==> src/rtl/stack_pkg.sv <==
// Shared constants, request encoding and pointer sizing for the LIFO stack.
package stack_pkg;

   localparam int DEF_WIDTH = 8;
   localparam int DEF_DEPTH = 16;

   // Encoding matches the {push,pop} request pair directly
   typedef enum logic [1:0] {
      OP_NONE    = 2'b00,
      OP_POP     = 2'b01,
      OP_PUSH    = 2'b10,
      OP_REPLACE = 2'b11
   } op_t;

   function automatic int ptr_w(input int depth);
      return $clog2(depth) + 1;
   endfunction

endpackage

==> src/rtl/stack_regfile.sv <==
// DEPTH x WIDTH flop array: one synchronous write port, two asynchronous read ports.
module stack_regfile #(
   parameter int WIDTH = 8,
   parameter int DEPTH = 16,
   parameter int AW    = 4
) (
   input  logic             clk,
   input  logic             we,
   input  logic [AW-1:0]    waddr,
   input  logic [WIDTH-1:0] wdata,
   input  logic [AW-1:0]    raddr_a,
   input  logic [AW-1:0]    raddr_b,
   output logic [WIDTH-1:0] rdata_a,
   output logic [WIDTH-1:0] rdata_b
);

   logic [WIDTH-1:0] mem [DEPTH];

   // Contents are never reset; only the pointer decides what is valid
   always_ff @(posedge clk) begin
      if (we) mem[waddr] <= wdata;
   end

   assign rdata_a = mem[raddr_a];
   assign rdata_b = mem[raddr_b];

endmodule

==> src/rtl/stack_lifo.sv <==
// LIFO data stack with registered show-ahead top-of-stack and full/empty/count.
// Optional sticky overflow/underflow flags enabled by defining STACK_ERR_FLAGS_EN.
module stack_lifo
   import stack_pkg::*;
#(
   parameter int WIDTH = DEF_WIDTH,
   parameter int DEPTH = DEF_DEPTH
) (
   input  logic                      clk,
   input  logic                      reset,
   input  logic                      push,
   input  logic                      pop,
   input  logic [WIDTH-1:0]          data_in,
   output logic [WIDTH-1:0]          data_out,
   output logic                      full,
   output logic                      empty,
   output logic [ptr_w(DEPTH)-1:0]   count,
   output logic                      overflow,
   output logic                      underflow,
   input  logic                      err_clr
);

   localparam int PW = ptr_w(DEPTH);
   localparam int AW = PW - 1;

   logic [PW-1:0]    sp, sp_next, sp_m1, sp_m2;
   logic [AW-1:0]    waddr;
   logic             we;
   logic [WIDTH-1:0] rd_top, rd_below, dout_next;
   logic             is_full, is_empty, ovf_set, unf_set;
   op_t              op;

   assign op       = op_t'({push, pop});
   assign sp_m1    = sp - PW'(1);
   assign sp_m2    = sp - PW'(2);
   assign is_full  = (sp == PW'(DEPTH));
   assign is_empty = (sp == '0);

   stack_regfile #(.WIDTH(WIDTH), .DEPTH(DEPTH), .AW(AW)) u_regfile (
      .clk     (clk),
      .we      (we & ~reset),
      .waddr   (waddr),
      .wdata   (data_in),
      .raddr_a (sp_m1[AW-1:0]),
      .raddr_b (sp_m2[AW-1:0]),
      .rdata_a (rd_top),
      .rdata_b (rd_below)
   );

   always_comb begin
      sp_next   = sp;
      dout_next = is_empty ? '0 : rd_top;
      we        = 1'b0;
      waddr     = sp[AW-1:0];
      ovf_set   = 1'b0;
      unf_set   = 1'b0;
      unique case (op)
         OP_PUSH: begin
            if (is_full) begin
               ovf_set = 1'b1;
            end else begin
               we        = 1'b1;
               sp_next   = sp + PW'(1);
               dout_next = data_in;
            end
         end
         OP_POP: begin
            if (is_empty) begin
               unf_set = 1'b1;
            end else begin
               sp_next   = sp_m1;
               dout_next = (sp >= PW'(2)) ? rd_below : '0;
            end
         end
         OP_REPLACE: begin
            // Empty replace degrades to a plain push with the pop part refused
            we        = 1'b1;
            dout_next = data_in;
            if (is_empty) begin
               unf_set = 1'b1;
               sp_next = PW'(1);
            end else begin
               waddr = sp_m1[AW-1:0];
            end
         end
         default: ;
      endcase
   end

   always_ff @(posedge clk) begin
      if (reset) begin
         sp       <= '0;
         data_out <= '0;
         full     <= 1'b0;
         empty    <= 1'b1;
      end else begin
         sp       <= sp_next;
         data_out <= dout_next;
         full     <= (sp_next == PW'(DEPTH));
         empty    <= (sp_next == '0);
      end
   end

   assign count = sp;

`ifdef STACK_ERR_FLAGS_EN
   // A new violation in the same cycle as err_clr keeps the flag set
   always_ff @(posedge clk) begin
      if (reset) begin
         overflow  <= 1'b0;
         underflow <= 1'b0;
      end else begin
         if (ovf_set)      overflow <= 1'b1;
         else if (err_clr) overflow <= 1'b0;
         if (unf_set)      underflow <= 1'b1;
         else if (err_clr) underflow <= 1'b0;
      end
   end
`else
   logic unused_err;
   assign unused_err = ^{err_clr, ovf_set, unf_set};
   assign overflow   = 1'b0;
   assign underflow  = 1'b0;
`endif

endmodule

==> config.mk <==
export PLATFORM = sky130hd
export DESIGN_NAME = stack_lifo
export DESIGN_NICKNAME = d
export VERILOG_FILES = /design/src/rtl/stack_pkg.sv /design/src/rtl/stack_regfile.sv /design/src/rtl/stack_lifo.sv
export SDC_FILE = /design/constraint.sdc
export NUM_CORES = 1
export LEC_CHECK = 0
export ABC_CLOCK_PERIOD_IN_PS = 3800
export CORE_MARGIN = 1
export CORE_UTILIZATION = 60
export DETAILED_ROUTE_END_ITERATION = 10
export PLACE_DENSITY = 0.82
export SLEW_MARGIN = 20
export SYNTH_ARGS = -nofsm -noshare
export SYNTH_HDL_FRONTEND = slang
export SYNTH_HIERARCHICAL = 1
export SYNTH_SLANG_ARGS = --single-unit
==> constraint.sdc <==
create_clock -name clk -period 3.8 [get_ports clk]
set_input_delay 0.57 -clock clk [delete_from_list [all_inputs] [get_ports clk]]
set_output_delay 0.57 -clock clk [all_outputs]
set_load 0.02 [all_outputs]
==> results.ini, run 1 <==
[synthesis]
syn_inst = 432
synth_flop_cell = edfxtp_1
ys_warn_count = 6
synth.ff_latch_count = 143
syn_area_sq_um = 7200
synth-edff-count = 128
yosysUniqueCellTypes = 53
synth-async-reset-ratio_pct = 0
ys_seq_area_share_pct = 57.6
postSynthAreaPerCell_sq_um = 16.7

[sta]
setup_viol = 0
worst_pin_slew_ns = 0.990
max_freq_mhz = 311
final.setup_skew_ns = 0.00616
relSlewSlack_pct = 33.7
period_share_pct = 84.7
rsz0062_at_grt = no
hold_viol_final = 0
maxSlewViolCount = 0
fin_setup_tns_ns = 0
min_period_ns = 3.22

[die]
ioPinCount = 30
die_area_sq_um = 12400
rows = 39
fp.coreArea_sq_um = 11600
dieWidth_um = 112
die_y_um = 112
start_util_pct = 62.2

[critical_path]
slowest_stage = nor2_1
crit_path_max_incr_delay_ns = 0.77
worstSetupStartpointType = flop
crit_fanout = 8
crit_required_ns = 3.84
cp.arrival_ns = 3.26
cp-end-kind = flop
crit_top_cell = ha_1
cp_cell_sequence = inv_1 -> ha_1 -> nor4b_4 -> inv_2 -> ha_1 -> o21ai_0 -> nand2b_1 -> nor2_1
crit_type = flop to flop

[clocking]
cts_buffers = 17
cts_resized = 0
root_buffer = clkbuf_16
cts_tree = built
path_clk_slew_ns = 0.06
h-tree-depth = 4
cts_sinks = 143
insertion_delay_ns = 0.43
cts_buffer_depth = 2
hold_buffers = 0
cts_setup_buffers = 0

[cells_and_area]
nFillCells = 726
drive_gt1_share_pct = 23.5
layout_common_cells = edfxtp_1, a22oi_1, nand2_1, mux4_2, buf_4
syn_to_final_growth_pct = 14.8
fin_nets = 501
final_common_cell = edfxtp_1
antenna_cells = 0

[detailed_routing]
firstDrtPassIters = 9
vias = 4484
antenna_left = 0
drt_wl_total_um = 16600
drt-initial-drc-count = 500
drc = 3
avgViaCountPerCell = 7.05
avgRoutedWirePerCell_um = 26.1

[pwr]
ir_drop_mv = 0.371
power_density_nw_per_um2 = 597
p_leak_nw = 2.90
total_power_w = 0.00493

[hold_path]
hp-class = flop to flop

[grt]
use_met2_pct = 44.0
grt_pass1_vias = 4461
grt_max_degree = 40
grt_util_met3_pct = 6.97
grt_overflow_total = 0
met1_usage_pct = 40.0
grt_use_total_pct = 28.7
grt_pass1_wl_um = 25700
antenna_found_initial = 0
top_usage_layer = met2

[run_status]
violations = DRC
status = finished with violations

[place]
port_buffers = 26
gp_congestion = 0.799
place_hpwl_um = 10400

[job]
maxCapViolations = 0

## critical path, delay by kind of cell, from the launching register on
family                   cells  cell delay (ns)
AO/OA/AOI/OAI                1             0.25
flip-flops                   1             0.41
adder cells (fa/ha/maj)      2             0.52
buffers and inverters        2             0.33
AND/OR/NAND/NOR              3             1.31
## Yosys cell counts (3+ instances only)
cell type        count  area, sq um
edfxtp_1           128         3840
o21ai_0              7         35.0
buf_6                7         78.8
nand3b_1             4         30.0
a21oi_1              9         45.0
mux2_2               8         90.1
mux4_2              34          766
dfxtp_1             15          300
nor2_1              22         82.6
nor3_1               6         30.0
a22oi_1             39          293
xnor2_1              3         26.3
ha_1                 8          100
nand3_1              3         15.0
clkdlybuf4s25_2      6         60.1
inv_1                8         30.0
xor2_1               3         26.3
nand2_1             34          128
nand2b_1             4         25.0
and2_1               4         25.0
buf_4                5         37.5
clkbuf_1             4         15.0
buf_2                8         40.0
mux4_1              28          736
## where the power goes
part,total [W],switching (W),internal [W]
sequential,0.00182,0.0000371,0.00178
combinational,0.00149,0.000856,0.000637
clock,0.00162,0.000637,0.000988
total,0.00493,0.00153,0.00340
## registers in the layout (all words and copies together) (netlist names)
register,cells
full,1
data_out,8
count,5
empty,1
u_regfile/mem,128
## final timing paths
check	start	end	slack, ns	depth (start not counted)
worst max-delay path	count[1]	u_regfile/mem[13][7]	0.58	8
worst min register to register	count[4]	count[4]	0.81	4
worst min-delay path	count[4]	count[4]	0.81	4
worst max register to register	count[1]	u_regfile/mem[13][7]	0.58	8
## kinds of logic after synthesis
family | count (synthesis) | share of synthesized area [%]
flops | 143 | 57.6
simple gates | 93 | 6.76
mux | 72 | 22.8
compound gates | 70 | 7.01
buf+inv | 39 | 3.69
fa+ha+maj | 8 | 1.39
xor+xnor | 6 | 0.730
other cells | 1 | 0.0521
## through the flow
step	area, sq um	utilization (%)	setup slack [ns]	hold slack, ns	cells
finish	8260	71.4	0.582	0.805	636
global route	8260	71.4	0.384	0.874	636
CTS	8260	71.4	0.598	0.806	636
detailed placement	7660	66.3	0.451	0.799	604
global placement	7660	66.3	0.504	0.760	604
floorplan	7200	-	0.752	0.639	433
## metal layers
layer,vias up,share of wire (%)
li1,1898,-
met1,2250,40
met2,295,47
met4,0,2.5
met3,41,10
met5,-,0
## layout make-up
class | count | area [sq um] | share of cell area (%)
well taps | 143 | 179 | 2.17
inverters | 9 | 33.8 | 0.409
flip-flops and latches | 143 | 4150 | 50.2
clock buffers | 23 | 531 | 6.42
multi-input cells | 251 | 2790 | 33.8
repair buffers | 58 | 513 | 6.21
clock inverters | 9 | 68.8 | 0.833
Power figures use the tool's default switching activity.
==> run 2, diff against run 1 <==
--- a/config.mk
+++ b/config.mk
@@ -5,11 +5,11 @@
 export SDC_FILE = /design/constraint.sdc
 export NUM_CORES = 1
 export LEC_CHECK = 0
-export ABC_CLOCK_PERIOD_IN_PS = 3800
+export ABC_CLOCK_PERIOD_IN_PS = 2700
 export CORE_MARGIN = 1
-export CORE_UTILIZATION = 60
+export CORE_UTILIZATION = 55
 export DETAILED_ROUTE_END_ITERATION = 10
-export PLACE_DENSITY = 0.82
+export PLACE_DENSITY = 0.79
 export SLEW_MARGIN = 20
 export SYNTH_ARGS = -nofsm -noshare
 export SYNTH_HDL_FRONTEND = slang
==> constraint.sdc (replaced) <==
create_clock -name clk -period 2.7 [get_ports clk]
set_input_delay 0.405 -clock clk [delete_from_list [all_inputs] [get_ports clk]]
set_output_delay 0.405 -clock clk [all_outputs]
set_load 0.02 [all_outputs]
==> run 2 against run 1 <==
Against the previous run: the run now ends clean; largest cell class unchanged; largest power group unchanged; flip-flop and latch count stayed put; routed wire length is 1.7% higher; fmax is 22% higher; via count is 2.3% higher; utilization is 3.6 points lower; total power is 44% higher; non-clock buffer count is 25 higher.
==> results.ini, run 2 (synthesis results as in run 1) <==
[pwr]
switching_share_pct = 31.0
power_density_nw_per_um2 = 825
p_leak_nw = 3.04
internal_power_w = 0.00490
power_frac_seq_pct = 35.9
total_power_w = 0.00710
ir_drop_mv = 0.538
p_switching_w = 0.00220
comb_power_share_pct = 32.1
clkPwrFrac_pct = 32.0

[sta]
setup_viol = 0
min_period_ns = 2.64
maxSlewViolCount = 0
hold_viol_final = 0
period_share_pct = 97.7
relSlewSlack_pct = 49.3
final.setup_skew_ns = 0.00650
worst_pin_slew_ns = 0.758
max_freq_mhz = 379

[die]
fp.coreArea_sq_um = 12700
dieWidth_um = 116
start_util_pct = 56.8
ioPinCount = 30
rows = 41
die_area_sq_um = 13500
die_y_um = 116

[critical_path]
crit_top_cell = a22oi_1
slowest_stage = and2b_2
r2r-start = count[1]
cp.arrival_ns = 2.95
reg2reg_to = data_out[6]
worstSetupStartpointType = flop
crit_path_max_incr_delay_ns = 0.35
crit_required_ns = 3.01
cp_cell_sequence = inv_1 -> ha_1 -> a21boi_2 -> xor2_2 -> and2b_2 -> a22oi_1 -> nand2_1 -> mux2_2 -> a22oi_1 -> a21oi_1
reg2reg_depth = 10
crit_fanout = 8
cp-end-kind = flop
crit_type = flop to flop
ff2ff_setup_slack_ns = 0.06

[hold_path]
hold_depth = 2
hp-class = input pin to flop
min_from = data_in[3]
hold_path_end = u_regfile/mem[0][3]

[place]
gp_congestion = 0.837
place_hpwl_um = 11600
port_buffers = 26

[clocking]
cts_tree = built
hold_buffers = 0
cts_sinks = 143
cts_buffer_depth = 2
root_buffer = clkbuf_16
h-tree-depth = 4
cts_buffers = 17
path_clk_slew_ns = 0.06
insertion_delay_ns = 0.43

[cells_and_area]
syn_to_final_growth_pct = 19.5
fin_nets = 526
antenna_cells = 0
post-route-util_pct = 67.9
drive_gt1_share_pct = 31.9
largest_register_ffs = 128
layout_common_cells = edfxtp_1, buf_4, a22oi_1
final_common_cell = edfxtp_1
top_register = u_regfile/mem

[detailed_routing]
firstDrtPassIters = 5
antenna_left = 0
maxUsedRoutingLayer = met4
drt-initial-drc-count = 502
vias = 4588
avgViaCountPerCell = 6.65
drt_wl_total_um = 16800
route.met2.wl_um = 8350
avgRoutedWirePerCell_um = 24.4
met1Wirelength_um = 6880
drc = 0
met3_length_um = 1260

[grt]
grt_pass1_wl_um = 25600
antenna_found_initial = 0
grt_use_total_pct = 27.2
grt_max_degree = 31
grt_overflow_total = 0
grt_pass1_vias = 4526

[job]
maxCapViolations = 0

[run_status]
status = finished, final reports clean

run 2: cell count changes in the layout (fill, tap and decap cells not counted), sizes merged:
| cell | previous run | this run |
|---|---|---|
| clkbuf | 23 | 20 |
| clkinvlp | 0 | 2 |
| inv | 12 | 11 |
| buf | 32 | 57 |
| bufinv | 0 | 2 |
run 2: per-layer routing:
| metal | vias up | track usage, % |
|---|---|---|
| met5 | - | 0 |
| li1 | 1942 | - |
| met1 | 2357 | 35.8 |
| met4 | 0 | 12.4 |
| met3 | 34 | 6.90 |
| met2 | 255 | 43.0 |
run 2: what timing repair did:
| action | in CTS | in global routing |
|---|---|---|
| cloned | 0 | 0 |
| setup endpoints to repair | 13 | 119 |
| resized for setup | 2 | 14 |
| setup buffers | 1 | 0 |
| pin swaps | 0 | 0 |
run 2: through the flow:
step                worst slack, ns  hold slack (ns)  cells  instance area (sq um)  setup TNS (ns)
finish                       0.0624            0.743    690                   8600               0
global route                -0.0159            0.747    690                   8600         -0.0377
CTS                          0.0327            0.733    690                   8550               0
detailed placement           0.0124            0.870    657                   7960               0
global placement             0.0554            0.817    657                   7960               0
floorplan                  -0.00663            0.474    433                   7250         -0.0531
run 2: power by group through the flow:
stage	registers (W)	logic, W	clock network (W)
6_report	0.00255	0.00228	0.00227
5_1_grt	0.00255	0.00240	0.00239
4_1_cts	0.00254	0.00218	0.00230
3_5_place_dp	0.00259	0.00214	0
3_3_place_gp	0.00258	0.00208	0
2_1_floorplan	0.00263	0.00151	0
run 2: layout make-up:
type / instances / area [sq um]
clock buffers: 20 / 447
clock inverters: 12 / 134
fillers: 834 / 4070
inverters: 9 / 33.8
multi-input cells: 251 / 2880
flip-flops and latches: 143 / 4150
well taps: 172 / 215
repair buffers: 83 / 742
run 2: how the worst max path moves through the flow:
stage              from                  end  slack (ns)  cells past startpoint
3_3_place_gp        pop  u_regfile/mem[0][4]        0.06                      7
4_1_cts        count[0]          data_out[3]        0.03                     10
2_1_floorplan  count[0]  u_regfile/mem[0][0]      -0.007                      7
6_report       count[1]          data_out[6]        0.06                     10
3_5_place_dp        pop  u_regfile/mem[0][5]        0.01                      7
5_1_grt        count[1]          data_out[5]       -0.02                     12
run 2: critical path, delay by kind of cell, from the launching register on:
kind                     cells  cell delay (ns)
AO/OA/AOI/OAI                4             0.79
XOR/XNOR                     1             0.28
adder cells (fa/ha/maj)      1             0.24
buffers and inverters        1             0.13
flip-flops                   1             0.32
multiplexers                 1             0.28
AND/OR/NAND/NOR              2             0.47
